$ cat src/rtl/march_sequencer.sv
// -----------------------------------------------------------------------------
// march_sequencer
//   Runs a March C- test over a 2^ADDR_W x DATA_W synchronous RAM:
//     M0 up(w0); M1 up(r0,w1); M2 up(r1,w0); M3 down(r0,w1); M4 down(r1,w0);
//     M5 up(r0)
//   One RAM operation per cycle. Read data returns one cycle after the read
//   strobe and is compared against the pipelined expected value. The first
//   mismatch stops the run and is reported with its address and element.
//
// Ports
//   clk        single clock, rising edge
//   rst        asynchronous active-high reset
//   start      run request, honoured only when idle or done
//   ram_addr   RAM address (registered)
//   ram_wdata  RAM write data (registered, zero during reads)
//   ram_we     RAM write strobe (registered)
//   ram_re     RAM read strobe (registered)
//   ram_rdata  RAM read data, valid the cycle after ram_re
//   busy       run in progress (RUN or DRAIN)
//   done       test finished, held until the next accepted start
//   pass       finished without mismatch
//   fail       mismatch detected
//   fail_addr  address of the first mismatch
//   fail_elem  March element (0-5) of the first mismatch
// -----------------------------------------------------------------------------
module march_sequencer #(
  parameter int ADDR_W = 4,
  parameter int DATA_W = 8
) (
  input  logic              clk,
  input  logic              rst,
  input  logic              start,
  output logic [ADDR_W-1:0] ram_addr,
  output logic [DATA_W-1:0] ram_wdata,
  output logic              ram_we,
  output logic              ram_re,
  input  logic [DATA_W-1:0] ram_rdata,
  output logic              busy,
  output logic              done,
  output logic              pass,
  output logic              fail,
  output logic [ADDR_W-1:0] fail_addr,
  output logic [2:0]        fail_elem
);

  localparam logic [ADDR_W-1:0] ADDR_MAX = {ADDR_W{1'b1}};
  localparam logic [ADDR_W-1:0] ADDR_ONE = {{(ADDR_W-1){1'b0}}, 1'b1};

  typedef enum logic [1:0] {IDLE, RUN, DRAIN, DONE} state_t;

  state_t            state;
  logic [2:0]        elem;      // element of the op currently on the RAM pins
  logic              phase;     // 0 = first op at this address, 1 = second

  logic              vld_p1;
  logic [DATA_W-1:0] exp_p1;
  logic [ADDR_W-1:0] addr_p1;
  logic [2:0]        elem_p1;

  logic              last_ph;
  logic              at_end;
  logic              run_last;
  logic [2:0]        nxt_elem;
  logic              nxt_phase;
  logic [ADDR_W-1:0] nxt_addr;
  logic              nxt_rd;
  logic              mismatch;

  // M3 and M4 walk the address space downwards
  function automatic logic elem_down(input logic [2:0] e);
    return (e == 3'd3) || (e == 3'd4);
  endfunction

  // M0 and M5 have one op per address, the rest have read-then-write
  function automatic logic elem_two_ops(input logic [2:0] e);
    return (e != 3'd0) && (e != 3'd5);
  endfunction

  function automatic logic op_is_read(input logic [2:0] e, input logic ph);
    case (e)
      3'd0:    return 1'b0;
      3'd5:    return 1'b1;
      default: return !ph;
    endcase
  endfunction

  // Write data: w1 in M1/M3, w0 elsewhere; reads drive zero
  function automatic logic [DATA_W-1:0] op_wdata(input logic [2:0] e, input logic rd);
    return {DATA_W{!rd && ((e == 3'd1) || (e == 3'd3))}};
  endfunction

  // Read expectation: r1 in M2/M4, r0 elsewhere
  function automatic logic [DATA_W-1:0] op_exp(input logic [2:0] e);
    return {DATA_W{(e == 3'd2) || (e == 3'd4)}};
  endfunction

  always_comb begin
    last_ph   = !elem_two_ops(elem) || phase;
    at_end    = elem_down(elem) ? (ram_addr == '0) : (ram_addr == ADDR_MAX);
    run_last  = last_ph && at_end && (elem == 3'd5);
    nxt_elem  = elem;
    nxt_phase = 1'b1;
    nxt_addr  = ram_addr;
    if (last_ph) begin
      nxt_phase = 1'b0;
      if (at_end) begin
        // element boundary: the only place the address counter wraps
        nxt_elem = elem + 3'd1;
        nxt_addr = elem_down(nxt_elem) ? ADDR_MAX : '0;
      end else begin
        nxt_addr = elem_down(elem) ? (ram_addr - ADDR_ONE) : (ram_addr + ADDR_ONE);
      end
    end
    nxt_rd   = op_is_read(nxt_elem, nxt_phase);
    mismatch = vld_p1 && (ram_rdata != exp_p1);
  end

  // ---- stage p0 -> p1: expectation of the op on the pins follows it one cycle
  always_ff @(posedge clk) begin
    exp_p1  <= op_exp(elem);
    addr_p1 <= ram_addr;
    elem_p1 <= elem;
  end

  always_ff @(posedge clk or posedge rst) begin
    if (rst) begin
      state     <= IDLE;
      elem      <= 3'd0;
      phase     <= 1'b0;
      vld_p1    <= 1'b0;
      ram_addr  <= '0;
      ram_wdata <= '0;
      ram_we    <= 1'b0;
      ram_re    <= 1'b0;
      busy      <= 1'b0;
      done      <= 1'b0;
      pass      <= 1'b0;
      fail      <= 1'b0;
      fail_addr <= '0;
      fail_elem <= 3'd0;
    end else begin
      vld_p1 <= (state == RUN) && ram_re;
      case (state)
        IDLE, DONE: begin
          if (start) begin
            state     <= RUN;
            busy      <= 1'b1;
            done      <= 1'b0;
            pass      <= 1'b0;
            fail      <= 1'b0;
            fail_addr <= '0;
            fail_elem <= 3'd0;
            elem      <= 3'd0;
            phase     <= 1'b0;
            ram_addr  <= '0;
            ram_we    <= 1'b1;
            ram_re    <= 1'b0;
            ram_wdata <= op_wdata(3'd0, 1'b0);
          end
        end
        RUN: begin
          if (mismatch) begin
            // the op already on the pins this cycle is allowed to finish
            state     <= DONE;
            busy      <= 1'b0;
            done      <= 1'b1;
            fail      <= 1'b1;
            fail_addr <= addr_p1;
            fail_elem <= elem_p1;
            ram_we    <= 1'b0;
            ram_re    <= 1'b0;
            ram_wdata <= '0;
            ram_addr  <= '0;
          end else if (run_last) begin
            // final read still has its compare outstanding
            state     <= DRAIN;
            ram_we    <= 1'b0;
            ram_re    <= 1'b0;
            ram_wdata <= '0;
            ram_addr  <= '0;
          end else begin
            elem      <= nxt_elem;
            phase     <= nxt_phase;
            ram_addr  <= nxt_addr;
            ram_re    <= nxt_rd;
            ram_we    <= !nxt_rd;
            ram_wdata <= op_wdata(nxt_elem, nxt_rd);
          end
        end
        DRAIN: begin
          state <= DONE;
          busy  <= 1'b0;
          done  <= 1'b1;
          if (mismatch) begin
            fail      <= 1'b1;
            fail_addr <= addr_p1;
            fail_elem <= elem_p1;
          end else begin
            pass <= 1'b1;
          end
        end
        default: state <= IDLE;
      endcase
    end
  end

endmodule

$ cat config.mk
export PLATFORM = sky130hd
export DESIGN_NAME = march_sequencer
export DESIGN_NICKNAME = d
export VERILOG_FILES = /design/src/rtl/march_sequencer.sv
export SDC_FILE = /design/constraint.sdc
export NUM_CORES = 1
export LEC_CHECK = 0
export BUFFER_PORTS_ARGS = -buffer_cell sky130_fd_sc_hd__buf_2
export CAP_MARGIN = 10
export CORE_ASPECT_RATIO = 1.25
export CORE_MARGIN = 3
export CORE_UTILIZATION = 49
export DETAILED_ROUTE_END_ITERATION = 10
export MAX_ROUTING_LAYER = met4
export PLACE_DENSITY = 0.75
export SETUP_SLACK_MARGIN = 0.1
export SLEW_MARGIN = 20
export SYNTH_ARGS = -nofsm -noshare
export SYNTH_HDL_FRONTEND = slang
export SYNTH_SLANG_ARGS = --single-unit
$ cat constraint.sdc
create_clock -name clk -period 2.7 [get_ports clk]
set_input_delay 0.54 -clock clk [delete_from_list [all_inputs] [get_ports clk]]
set_output_delay 0.54 -clock clk [all_outputs]
set_load 0.005 [all_outputs]
==> impl_results.md <==
* Top delay family on crit path: compound AO/OA/AOI/OAI gates
* Total instance count after detailed placement at 264
* Top_reg_cell synth: sky130_fd_sc_hd__dfrtp_1
* Net count of the finished layout at between 200 and 300
* Maximum number of pins on one net before global-route repair at 26
* Layout cells sized above 1 at 27.5%
* Buffer depth of the longest clock path at 2
* Num rows at 24
* CP Buf/Inv Count at 2
* Via density per instance at 5.66
* Crit-path max FO at 8
* IR Drop Worst-Case VDD at around 0.34 mV
* Reg-to-reg slack, setup at between 200 and 300 ps
* DRT Pass-1 Iters at 5
* Worst clock skew at 8.71 ps
* Port bufs at 35
* Routability congestion estimate from global placement at approximately 0.86
* Synth Register Bits at 33
* Number of failing setup endpoints in the final timing report at 0
* Area of the mapped netlist at about 1900 um2
* Max-capacitance violation count at 0
* Post-synthesis sequential area ratio at 42.4%
* CTS hold repair buffers at 0
* Wire length reported by the detailed router at between 4000 and 5000 um
* Setup repair after global routing missed its margin: false
* Slew at the pin closest to its max-slew limit at around 550 ps
* Top cell types by occurrence after synthesis: 25 x sky130_fd_sc_hd__dfrtp_1, 21 x sky130_fd_sc_hd__nand2_1, 15 x sky130_fd_sc_hd__o21ai_0
* Area growth from synthesis to layout at 16.9%
* Instance area after placement at around 2100 um2
* Width of the chip at about 60 um
* Area of the core at around 3600 um2
* Post-cts resize count at 0
* Sequential cell area at between 700 and 800 um2
* Combined area of the multi-input logic cells at ~940 um2
* DRC Markers at 0
* # diodes at 0
* P_leak at around 1.1 nW
* Via count of the first global-routing pass at 1,419
* Worst setup path start: elem[1]
* Setup crit end: ram_addr[3]
* Worst R2R Start: elem[1]
* Category of the critical setup timing path: flop to flop
* Post-Syn Area per Cell at ~9.6 um2
* Average routed wire per standard cell at ~15 um
* Cell type with the largest total area after synthesis: sky130_fd_sc_hd__dfrtp_1
* Instance count on the critical path at 10
* Via count at 1,539
* Sequence of cells on the critical path: inv_1 > ha_1 > mux2i_1 > inv_1 > ha_1 > a21o_1 > a21oi_1 > xnor2_1 > a21bo_2 > a221o_1
* Syn nets at between 200 and 250
* Top area cells in the synthesized netlist: sky130_fd_sc_hd__dfrtp_1 34%, sky130_fd_sc_hd__dfxtp_1 8.6%, sky130_fd_sc_hd__ha_1 6.7%
* HPWL Detailed at 3060 um
* Peak per-stage delay on the critical path at 430 ps
* Global-route usage over all layers at approximately a fifth
* Max-slew headroom at the worst pin at ~63%
* Clk_lat worst skew at ~290 ps
* Instance count of the mapped netlist at 193
* Ratio of final minimum period to clock period at 89.5%
* Endpoints failing hold at 0
* Total of fill cells in the finished design at roughly 300
* First-iteration detailed-routing DRC count at 87
* Clock edge transition at the registers on the reported setup and hold paths at approximately 70 ps
* Number of warnings printed during yosys synthesis at 0
* Distinct cell type count after synthesis at 53
* Crit path capture type: flop
* Required arrival time at the worst endpoint at approximately 2900 ps
* Hold crit path type: primary input to asynchronous set/reset pin
* Worst reg2reg path endpoint: ram_addr[3]
* Fin crit period at 2420 ps
* Detail Route Antenna Nets at 0
* H-tree depth at 2
* Number of pins exceeding their max-slew limit in the final report at 0
* Final TNS setup at 0 ps
* Highest achievable clock rate at 414 MHz
* Total grt overflow at 0
* Post-CTS Setup Inserts at 0
* Clock tree root buffer cell: sky130_fd_sc_hd__clkbuf_8
* CTS Sinks at 33
* EDFF count, synth at 0
* Clock tree from TritonCTS: built
* Fraction of post-synthesis cell area in the top cell type by area at between 30% and 40%
* Post-route design area at between 2000 and 2500 um2
* Most frequent cell after synthesis: sky130_fd_sc_hd__dfrtp_1
* Total Die Area at between 4000 and 5000 um2
* Count of cells along the worst register-to-register path at 10
* Starting density of the core at between 50% and 60%
* Kind of launch point of the worst setup path: flop
* First-pass GRT wire length at roughly 6700 um
* Num CTS Buffers at 5
* Initial antenna violation count at 0
* Cell Count, Final, Fillers Out at 272
* IO Pins at 36
* Pwr dens at 849 nW/um2
* Cell with the largest stage delay on the worst path: sky130_fd_sc_hd__dfrtp_2
* Outcome: completed
* Die Y at about 75 um
* Fraction of registers with async set/reset at between 70% and 80%
* Endpoint arrival time on the critical path at 2590 ps
==> stage by stage <==
stage	worst slack (ps)	utilization [%]	power [mW]	hold WS, ps
floorplan	121	-	1.23	431
global placement	305	58.2	1.47	463
detailed placement	225	58.2	1.49	471
CTS	214	60.6	1.85	296
global route	131	60.7	1.97	315
finish	284	60.7	1.84	286
==> power by group <==
| part | switching, mW | internal, mW | leakage, nW |
|---|---|---|---|
| Combinational | 0.497 | 0.328 | 0.631 |
| Clock | 0.189 | 0.178 | 0.0439 |
| Sequential | 0.0684 | 0.582 | 0.394 |
==> cell families (layout without fill, tap and decap cells) <==
group / Yosys count / after routing / synth area share, %
and+or+nand+nor: 63 / 63 / 17.3
AOI/OAI and AO/OA: 51 / 51 / 20.7
DFF: 33 / 33 / 42.4
buffers and inverters: 26 / 66 / 6.75
adders and majority gates: 11 / 11 / 7.83
muxes: 7 / 7 / 4.12
xor gates and xnor gates: 2 / 2 / 0.945
==> registers in the layout, indices dropped and copies added (netlist names) <==
register   cells
addr_p1        4
busy           1
done           1
elem           3
elem_p1        3
exp_p1         1
fail           1
fail_addr      4
fail_elem      3
pass           1
phase          1
ram_addr       4
ram_re         1
ram_wdata      1
ram_we         1
state          2
vld_p1         1
==> area by class of cell <==
cell class | instances | area share, %
flip-flops and latches | 33 | 36.3
repair buffers | 46 | 11.9
clock inverters | 3 | 0.808
multi-input cells | 134 | 43.5
well taps | 39 | 2.25
inverters | 12 | 2.08
clock buffers | 5 | 3.17
==> layer usage <==
metal / wire length (um) / global-route usage [%]
met3: 146 / 3.95
met1: 1760 / 24.3
met2: 2010 / 31.6
met5: 0 / -
met4: 105 / 9.64
==> cell usage in the layout, fill, tap and decap left out, drive strengths merged, types with 2 or more instances in the layout <==
master and instances:
buf 46, clkbuf 5, mux2 2, o31ai 2, nand4 9, o311ai 2, dfxtp 8, nor2b 6
nand3 3, nand2 21, a21oi 6, nor3 3, or3 2, ha 10, clkinv 3, dfrtp 25
o21ai 15, mux2i 5, a21o 3, a211o 2, nor4 3, inv 11, and2 2, a31oi 2
nor2 10, o21a 2, a22o 5
==> worst min-delay path by stage <==
stage	cells after the start	endpoint	slack [ps]
after CTS	3	vld_p1	300
final	3	vld_p1	290
after global placement	0	addr_p1[3]	460
after detailed placement	1	done	470
after global routing	3	vld_p1	310
after floorplan	0	elem_p1[2]	430
==> worst reg2reg max path, cell delays in order (launching register included) <==
cell	delay (ps)
sky130_fd_sc_hd__dfrtp_2	430
sky130_fd_sc_hd__inv_1	100
sky130_fd_sc_hd__ha_1	220
sky130_fd_sc_hd__mux2i_1	180
sky130_fd_sc_hd__inv_1	110
sky130_fd_sc_hd__ha_1	280
sky130_fd_sc_hd__a21o_1	170
sky130_fd_sc_hd__a21oi_1	170
sky130_fd_sc_hd__xnor2_1	100
sky130_fd_sc_hd__a21bo_2	220
sky130_fd_sc_hd__a221o_1	320
Power figures use the tool's default switching activity.
